File: config.mk
export PLATFORM = sky130hd
export DESIGN_NAME = gelato_fetch_scheduler_rr
export DESIGN_NICKNAME = d
export VERILOG_FILES = /design/src/rtl/gelato_fetch_scheduler_rr.sv
export SDC_FILE = /design/constraint.sdc
export NUM_CORES = 1
export LEC_CHECK = 0
export CORE_AREA = 3 3 527 529
export CTS_CLUSTER_SIZE = 10
export DETAILED_ROUTE_END_ITERATION = 8
export DIE_AREA = 0 0 530 532
export HOLD_SLACK_MARGIN = 0.12
export PLACE_DENSITY = 0.37
export SYNTH_ARGS = -nofsm -noshare
export SYNTH_HDL_FRONTEND = slang
export SYNTH_SLANG_ARGS = --single-unit
File: constraint.sdc
create_clock -name clk -period 12.45 [get_ports clk]
set_input_delay 2.49 -clock clk [delete_from_list [all_inputs] [get_ports clk]]
set_output_delay 2.49 -clock clk [all_outputs]
set_load 0.05 [all_outputs]
File: src/rtl/gelato_fetch_scheduler_rr.sv
// gelato_fetch_scheduler_rr: round-robin warp fetch scheduler sitting between
// the PC table and the instruction fetch unit.
//
// Each cycle one eligible warp (PC valid and not disabled) is chosen in
// round-robin order starting after the last issued warp. Its PC, warp number
// and split-table index are presented on a valid/ready channel. Once issued,
// a warp stays disabled until one of the ACT_PORTS activation channels
// re-enables it. On a handshake the next warp is loaded in the same cycle,
// so back-to-back issue has no bubble.
//
// Ports:
//   clk, rst        clock, synchronous active-high reset (applies regardless of rdy)
//   rdy             global enable; when low every register holds
//   pc_valid        per-warp PC valid bits
//   pc_flat         per-warp PCs, warp w at [w*PC_WIDTH +: PC_WIDTH]
//   split_flat      per-warp split-table index, same packing
//   act_valid       per-channel activation request
//   act_warp        per-channel warp index, channel k at [k*WARP_W +: WARP_W]
//   flush           drop the pending output and return to selection
//   out_valid/out_ready  issue handshake
//   out_pc, out_warp, out_split  issued warp information
//   disabled_mask   current per-warp disable bits
//   perf_issue_cnt  counted handshakes
//   perf_stall_cnt  cycles with out_valid held under backpressure
//
// Optional feature: define GELATO_FETCHSKD_PERF_EN to build the two
// performance counters; otherwise both perf ports are tied to zero.

module gelato_fetch_scheduler_rr #(
    parameter int WARP_NUM  = 32,
    parameter int WARP_W    = $clog2(WARP_NUM),
    parameter int PC_WIDTH  = 32,
    parameter int SPLIT_W   = 4,
    parameter int ACT_PORTS = 2
) (
    input  logic                          clk,
    input  logic                          rst,
    input  logic                          rdy,
    input  logic [WARP_NUM-1:0]           pc_valid,
    input  logic [WARP_NUM*PC_WIDTH-1:0]  pc_flat,
    input  logic [WARP_NUM*SPLIT_W-1:0]   split_flat,
    input  logic [ACT_PORTS-1:0]          act_valid,
    input  logic [ACT_PORTS*WARP_W-1:0]   act_warp,
    input  logic                          flush,
    output logic                          out_valid,
    input  logic                          out_ready,
    output logic [PC_WIDTH-1:0]           out_pc,
    output logic [WARP_W-1:0]             out_warp,
    output logic [SPLIT_W-1:0]            out_split,
    output logic [WARP_NUM-1:0]           disabled_mask,
    output logic [31:0]                   perf_issue_cnt,
    output logic [31:0]                   perf_stall_cnt
);

    // Two-bit encoding leaves spare codes; they fall back to SELECT.
    localparam logic [1:0] S_SELECT = 2'b00;
    localparam logic [1:0] S_HOLD   = 2'b01;

    localparam logic [WARP_W-1:0] LAST_RST = WARP_W'(WARP_NUM - 1);

    // ------------------------------------------------------------------
    // Registers
    // ------------------------------------------------------------------
    logic [1:0]          state_q;
    logic [1:0]          state_d;
    logic [PC_WIDTH-1:0] pc_q;
    logic [PC_WIDTH-1:0] pc_d;
    logic [WARP_W-1:0]   warp_q;
    logic [WARP_W-1:0]   warp_d;
    logic [SPLIT_W-1:0]  split_q;
    logic [SPLIT_W-1:0]  split_d;
    logic [WARP_NUM-1:0] dis_q;
    logic [WARP_NUM-1:0] dis_d;
    logic [WARP_W-1:0]   last_q;
    logic [WARP_W-1:0]   last_d;

    // ------------------------------------------------------------------
    // Unpack the flat per-warp buses
    // ------------------------------------------------------------------
    logic [PC_WIDTH-1:0] pc_arr    [WARP_NUM];
    logic [SPLIT_W-1:0]  split_arr [WARP_NUM];

    for (genvar w = 0; w < WARP_NUM; w++) begin : g_unpack
        assign pc_arr[w]    = pc_flat[w*PC_WIDTH +: PC_WIDTH];
        assign split_arr[w] = split_flat[w*SPLIT_W +: SPLIT_W];
    end

    // ------------------------------------------------------------------
    // Round-robin pick: rotate the request vector so that 'start' lands
    // at bit 0, take the lowest set bit, then rotate the index back.
    // The downward scan lets the lowest hit win without any early exit.
    // Result: {found, index}.
    // ------------------------------------------------------------------
    function automatic logic [WARP_W:0] rr_pick(
        input logic [WARP_NUM-1:0] req,
        input logic [WARP_W-1:0]   start
    );
        logic [2*WARP_NUM-1:0] dbl;
        logic [WARP_NUM-1:0]   rot;
        logic [WARP_W-1:0]     off;
        dbl = {req, req} >> start;
        rot = dbl[WARP_NUM-1:0];
        off = '0;
        for (int i = WARP_NUM - 1; i >= 0; i--) begin
            if (rot[i]) begin
                off = i[WARP_W-1:0];
            end
        end
        return {|rot, WARP_W'(start + off)};
    endfunction

    logic [WARP_NUM-1:0] elig;
    logic [WARP_NUM-1:0] held_oh;
    logic [WARP_W:0]     sel_res;
    logic [WARP_W:0]     nxt_res;
    logic                sel_found;
    logic                nxt_found;
    logic [WARP_W-1:0]   sel_idx;
    logic [WARP_W-1:0]   nxt_idx;

    assign elig    = pc_valid & ~dis_q;
    assign held_oh = WARP_NUM'(1) << warp_q;

    // Fresh selection continues after the last issued warp.
    assign sel_res   = rr_pick(elig, WARP_W'(last_q + 1'b1));
    // Zero-bubble follow-up excludes the warp being handed off right now.
    assign nxt_res   = rr_pick(elig & ~held_oh, WARP_W'(warp_q + 1'b1));

    assign sel_found = sel_res[WARP_W];
    assign sel_idx   = sel_res[WARP_W-1:0];
    assign nxt_found = nxt_res[WARP_W];
    assign nxt_idx   = nxt_res[WARP_W-1:0];

    // ------------------------------------------------------------------
    // State register
    // ------------------------------------------------------------------
    always_ff @(posedge clk) begin
        if (rst) begin
            state_q <= S_SELECT;
            pc_q    <= '0;
            warp_q  <= '0;
            split_q <= '0;
            dis_q   <= '0;
            last_q  <= LAST_RST;
        end else if (rdy) begin
            state_q <= state_d;
            pc_q    <= pc_d;
            warp_q  <= warp_d;
            split_q <= split_d;
            dis_q   <= dis_d;
            last_q  <= last_d;
        end
    end

    // ------------------------------------------------------------------
    // Next-state logic
    // ------------------------------------------------------------------
    always_comb begin
        state_d = state_q;
        pc_d    = pc_q;
        warp_d  = warp_q;
        split_d = split_q;
        dis_d   = dis_q;
        last_d  = last_q;

        if (flush) begin
            // Pending output is dropped: no disable, pointer untouched.
            state_d = S_SELECT;
        end else begin
            case (state_q)
                S_SELECT: begin
                    if (sel_found) begin
                        state_d = S_HOLD;
                        warp_d  = sel_idx;
                        pc_d    = pc_arr[sel_idx];
                        split_d = split_arr[sel_idx];
                    end
                end
                S_HOLD: begin
                    if (out_ready) begin
                        dis_d[warp_q] = 1'b1;
                        last_d        = warp_q;
                        if (nxt_found) begin
                            warp_d  = nxt_idx;
                            pc_d    = pc_arr[nxt_idx];
                            split_d = split_arr[nxt_idx];
                        end else begin
                            state_d = S_SELECT;
                        end
                    end
                end
                default: begin
                    state_d = S_SELECT;
                end
            endcase
        end

        // Activations are applied last so they override a same-cycle disable.
        for (int k = 0; k < ACT_PORTS; k++) begin
            if (act_valid[k]) begin
                dis_d[act_warp[k*WARP_W +: WARP_W]] = 1'b0;
            end
        end
    end

    // ------------------------------------------------------------------
    // Outputs
    // ------------------------------------------------------------------
    always_comb begin
        out_valid     = (state_q == S_HOLD);
        out_pc        = pc_q;
        out_warp      = warp_q;
        out_split     = split_q;
        disabled_mask = dis_q;
    end

`ifdef GELATO_FETCHSKD_PERF_EN
    logic [31:0] issue_cnt_q;
    logic [31:0] stall_cnt_q;
    logic        issue_hit;
    logic        stall_hit;

    assign issue_hit = rdy & out_valid & out_ready & ~flush;
    assign stall_hit = rdy & out_valid & ~out_ready;

    always_ff @(posedge clk) begin
        if (rst) begin
            issue_cnt_q <= '0;
            stall_cnt_q <= '0;
        end else begin
            if (issue_hit) begin
                issue_cnt_q <= issue_cnt_q + 32'd1;
            end
            if (stall_hit) begin
                stall_cnt_q <= stall_cnt_q + 32'd1;
            end
        end
    end

    assign perf_issue_cnt = issue_cnt_q;
    assign perf_stall_cnt = stall_cnt_q;
`else
    assign perf_issue_cnt = '0;
    assign perf_stall_cnt = '0;
`endif

endmodule

# --- Yosys cells after proc, flatten, opt, wreduce, memory -nomap -nowiden ---
# Cells that the tools add are included.
word_totals:
  regBits: 80
  out_inout_bits: 138
classes:
  muxes: 104
  bitwise_logic: 12
  n_reduce_logical: 10
  magnitude_cmp: 8
  n_shift: 3
  n_eq_ne: 7
  add_sub_neg: 4
op_table:
  columns: ["op", "count"]
  rows:
  - ["32-bit 2-to-1 mux", 12]
  - ["5-bit 2-to-1 mux", 67]
  - ["32-bit binary-select mux with 5-bit select", 2]
  - ["32-bit AND", 4]
  - ["32-bit inverter", 4]
  - ["64-bit by 5-bit right shift with 32-bit output", 2]
  - ["32-bit one-hot mux with 2 select lines", 1]
  - ["32-bit OR reduction", 2]
  - ["4-bit binary-select mux with 5-bit select", 2]
  - ["32-bit bitwise OR", 1]
  - ["1-bit by 5-bit << shifter with 32-bit output (first input constant)", 1]
  - ["4-bit 2-to-1 mux", 7]
  - ["5-bit by 6-bit less-than comparator with 1-bit output (second input constant)", 3]
  - ["1-bit demux with 5-bit select", 3]
  - ["5-bit by 1-bit >= comparator with 1-bit output (second input constant)", 3]
  - ["6-bit >= comparator (second input constant)", 2]
  - ["5-bit inverter with 6-bit output", 2]
  - ["5-bit by 1-bit adder with 5-bit output (second input constant)", 2]
  - ["5-bit adder", 2]
  - ["5-bit one-hot mux with 2 select lines", 1]
  - ["2-bit 2-to-1 mux", 4]
  - ["4-bit one-hot mux with 2 select lines", 1]
  - ["4-bit AND reduction", 2]
  - ["3-bit != test (second input constant)", 2]
  - ["11 further kinds", 16]

# --- Depth between registers and ports, before layout ---
logic_depth:
  ltp_word: 44
  mapped_depth: 31
  mapped_depth_nobuf: 22

# --- Worst setup path after synthesis ---
# No wires, ideal clock.
synth_path:
  path_type: "input-to-reg"
  from: "input pc_valid[8]"
  to: "register split_q[3], in the netlist out_split[3]"
  cell_stages: 20
  setup_ns: 0.123
  required_ns: 12.327
  setup_slack_ns: 4.245
  t_arrival_ns: 8.081
  path_cell_list: "nand2b_1 -> buf_1 -> mux2i_1 -> mux4_1 -> mux4_2 -> or4b_2 -> o21ba_2 -> o31ai_1 -> a211oi_1 -> nor2_1 -> ha_1 -> clkbuf_1 -> clkbuf_1 -> buf_1 -> mux4_2 -> mux4_2 -> nand2_1 -> mux2i_1 -> o311ai_1 -> o2bb2ai_1"
synth_between:
  elab_chain_len: 43
  word_cells_on_any_way: 87
  cone_classes: "2 x add/sub; 2 x eq/ne; 2 x shift; 74 x mux; 4 x bitwise; 3 x reduce/logical"
synth_rtl:
  columns: ["item", "line", "source"]
  rows:
  - ["from (decl)", "39", "input logic [WARP_NUM-1:0] pc_valid,"]
  - ["32-bit AND *", "121", "assign elig = pc_valid & ~dis_q;"]
  - ["32-bit AND", "127", "assign nxt_res = rr_pick(elig & ~held_oh, WARP_W'(warp_q + 1'b1));"]
  - ["64-bit by 5-bit right shift with 32-bit output", "101", "dbl = {req, req} >> start;"]
  - ["5-bit 2-to-1 mux (32 in a row)", "105", "if (rot[i]) begin"]
  - ["5-bit adder", "109", "return {|rot, WARP_W'(start + off)};"]
  - ["5-bit inverter with 6-bit output (implied by the code)", "186", "split_d = split_arr[nxt_idx];"]
  - ["4-bit binary-select mux with 5-bit select", "186", null]
  - ["4-bit 2-to-1 mux (implied by the code) (2 in a row)", "186", null]
  - ["4-bit 2-to-1 mux", "183", "if (nxt_found) begin"]
  - ["4-bit 2-to-1 mux", "180", "if (out_ready) begin"]
  - ["4-bit one-hot mux with 2 select lines", "170", "case (state_q)"]
  - ["to (signal assigned)", "149", "split_q <= split_d;"]
  - ["to (decl)", "70", "logic [SPLIT_W-1:0] split_q;"]
# Every way passes the cells marked *; elsewhere a longest branch is shown, timed or not. The select of a mux whose other input is x is not followed.
# A chain may end at the register's enable or synchronous reset.

# --- Final worst setup path ---
layout_path:
  from: "input pc_valid[0]"
  to: "register pc_q[1], in the netlist out_pc[1]"
layout_between:
  elab_chain_len: 43
  word_cells_on_any_way: 87
  cone_classes: "2 x add/sub; 2 x eq/ne; 2 x shift; 74 x mux; 4 x bitwise; 3 x reduce/logical"
layout_rtl:
  columns: ["item", "line", "source"]
  rows:
  - ["32-bit AND *", "121", null]
  - ["32-bit AND", "127", null]
  - ["64-bit by 5-bit right shift with 32-bit output", "101", null]
  - ["5-bit 2-to-1 mux (32 in a row)", "105", null]
  - ["5-bit adder", "109", null]
  - ["5-bit inverter with 6-bit output (implied by the code)", "185", "pc_d = pc_arr[nxt_idx];"]
  - ["32-bit binary-select mux with 5-bit select", "185", null]
  - ["32-bit 2-to-1 mux (implied by the code) (2 in a row)", "185", null]
  - ["32-bit 2-to-1 mux", "183", null]
  - ["32-bit 2-to-1 mux", "180", null]
  - ["32-bit one-hot mux with 2 select lines", "170", null]
  - ["to (signal assigned)", "147", "pc_q <= pc_d;"]
  - ["to (decl)", "66", "logic [PC_WIDTH-1:0] pc_q;"]
# Marks and branches as above.

==> reports/results.txt <==
Core region area - 273000 µm²
Slowest library cell on the worst path - fa_4
Yosys cell types - 87
Slew at the pin closest to its max-slew limit - 1080 ps
Worst path max stage delay - 1350 ps
Postcts setup bufs - 0
Worst hold path depth - 1
Final ANT Viol Nets - 0
Top-count cell post-synth - mux4_2
Area contributors post-synth - mux4_2 60%, dfxtp_1 5.0%, mux2i_1 4.8%, clkbuf_1 2.7%, nand2_1 2.2%
Drt wl/cell - 39.6 µm
Final Slew Violations - 0
Crit-path most repeated cell - mux4_2
Crit-path cells - clkdlybuf4s50_1 -> nand2b_1 -> mux2i_1 -> mux4_1 -> mux4_2 -> or4b_2 -> o21ba_2 -> o31ai_1 -> a211oi_1 -> nor2_1 -> ha_4 -> fa_4 -> buf_12 -> buf_4 -> mux4_2 -> mux4_2 -> nand2_1 -> mux2i_1 -> o311ai_1 -> o2bb2ai_1
Overall Global Routing Usage - 0.198
# DRC - 0
Seq/Total Area, Yosys - 0.0499
Period utilization - 0.811
Final Wtd Congestion - 0.902
Number of global-route vias before repair - 35100
Share of cells above drive strength 1 - 0.298
Max-cap violations - 0
Die X - 530 µm
CTS tree - built
Clock Sinks - 79
Fill cells - 29800
Synth Register Bits - 79
Row count - 192
Largest net degree at the start of global routing - 91
Num ports - 1339
Final min period - 10100 ps
Status - finished, final reports clean
Final Hold Fails - 0
# resized after CTS - 0
Cell area after layout - 49200 µm²
Hold Startpoint - out_pc[10]
Crit path arrival time - 10390 ps
Final Skew - 28.1 ps
TritonCTS Buffers - 9
Dominant cell type by area after synthesis - mux4_2
Syn-to-layout area delta - 55.1%
Starting Density - 0.116
Root buf cell - clkbuf_16
Crit path max fanout - 31
Fmax - 0.0990 GHz
Initial drt markers - 4014
Total Neg Setup Slack - 0 ps
Hpwl dp - 248000 µm
Ys async rst share - 0
Clk slew on worst S/H paths - 80 ps
H-tree Lvls - 3
Die Ht - 532 µm
# port buffers - 1274
Syn Area/Cell - 12.2 µm²
Crit Path Category - in -> reg
Post-synth EDFFs - 0
Final WL - 290000 µm
Main synth FF type - dfxtp_1
Relative slew slack - 0.278
Power Total - 0.00847 W
RSZ-0062 raised after global routing - false
Post-CTS Hold Fix Bufs - 0
Initial antenna violation count - 193
DR pass1 iterations - 5
Synth Cell Area - 31700 µm²
YS warnings - 0
Vias - 35200
Synth top cells by count - 839 x mux4_2, 227 x clkbuf_1, 184 x nand2_1, 152 x mux2i_1, 88 x nor2_1
Cell Area, Placed - 48700 µm²
Gate count after technology mapping - 2608
Final Setup Violations - 0
Hold Crit Class - reg -> reg
Startpoint Class - input pin
Hold EP - out_pc[10]
FF-to-FF End - out_pc[1]
CP endpoint kind - flop
Inst Count DP - 7263
Worst r2r path cells - 21
Share of the synthesized area in the top cell type - 0.596
Worst setup margin - 2350 ps
Crit Reg-Reg Startpoint - out_warp[0]
Total gr overflow - 0
R2R setup slack - 3320 ps
Worst VDD drop - 0.250 mV
Vias per cell - 4.80
Layout Nets - 4903
Pwr Density - 172 nW/µm²
Skew-Pair Late Insertion Delay - 410 ps
CP Data Required Time - 12740 ps
Standby leakage power - 15.1 nW
Place WS - 1950 ps
Die area - 282000 µm²
Fin cells - 7336
First-pass GRT wire length - 373000 µm
Maximum buffer depth of the clock tree - 2
[through the flow]
step / hold slack, ps / utilization
finish: 473 / 0.180
global route: 494 / 0.179
CTS: 477 / 0.179
detailed placement: 456 / 0.178
global placement: 458 / 0.178
floorplan: 562 / -
[critical path: cells and delay by family]
family,cells,cell delay [ps]
AND/OR/NAND/NOR,4,1300
multiplexers,6,2650
buffers and inverters,3,1330
adder cells (fa/ha/maj),2,1530
AO/OA/AOI/OAI,5,940
[sequential cells by signal, indices dropped and copies added, names as in the netlist]
register / cells
last_q: 5
state_q: 1
out_warp: 5
disabled_mask: 32
out_pc: 32
out_split: 4
[where the power goes]
| group | switching, W | total [W] | leakage (nW) | internal (W) |
|---|---|---|---|---|
| clock network | 0.000169 | 0.000322 | 0.145 | 0.000153 |
| registers | 0.0000173 | 0.000290 | 0.643 | 0.000272 |
| logic | 0.00424 | 0.00786 | 14.3 | 0.00363 |
| total | 0.00442 | 0.00847 | 15.1 | 0.00405 |
[placed cells by master (no fill, tap or decap), types with 7 or more instances in the layout]
cell	n
or3b_2	15
clkdlybuf4s50_1	1272
o22ai_1	56
o311ai_1	36
nor3_1	21
mux4_2	839
and4b_1	10
a2111o_1	36
a221oi_1	7
a31oi_1	16
o32ai_1	20
xnor2_2	9
mux2i_1	152
nand3_1	23
or4_1	37
diode_2	57
nand2b_1	39
nand3b_1	43
a211o_1	7
nor2_1	88
nor4bb_1	7
and3_1	7
buf_12	18
o21ai_0	64
o211ai_1	9
ha_1	12
o221ai_1	18
mux2_2	47
nor4_1	37
o2bb2ai_1	36
a211oi_1	80
dfxtp_1	76
buf_4	107
nor2b_1	21
a21oi_1	37
clkbuf_16	10
nand2_1	182
conb_1	64
[layout make-up]
type                       count  area, µm²  area share
multi-input combinational   2186      28700       0.584
timing repair buffer        1397      13900       0.283
tap                         3589       4490      0.0914
sequential                    79       1590      0.0323
clock buffer                  10        250     0.00509
antenna                       57        143     0.00290
clock inverter                 6       55.1     0.00112
inverter                      12       47.5    0.000967
[how the worst max path moves through the flow]
stage                              end  cells after the start   startpoint  slack (ps)
final                        out_pc[1]                     20  pc_valid[0]        2350
after global routing         out_pc[1]                     20  pc_valid[0]        2080
after CTS                    out_pc[1]                     20  pc_valid[0]        2400
after detailed placement     out_pc[1]                     20  pc_valid[0]        1950
after global placement      out_pc[24]                     20  pc_valid[0]        1930
after floorplan           out_split[3]                     20  pc_valid[8]        4250
[routing by layer]
metal | vias up | track usage | routed length (µm)
li1 | 13700 | - | -
met1 | 18800 | 0.230 | 109000
met2 | 2172 | 0.357 | 149000
met3 | 430 | 0.0483 | 21600
met4 | 94 | 0.0573 | 10800
met5 | - | 0 | 627
[cells by family after synthesis]
group | share of synthesized area
adders and majority gates | 0.00718
xor gates and xnor gates | 0.00474
AOI/OAI and AO/OA | 0.111
muxes | 0.666
and+or+nand+nor | 0.101
buffers and inverters | 0.0601
other | 0.000118
DFF | 0.0499
(Power assumes the default switching activity.)
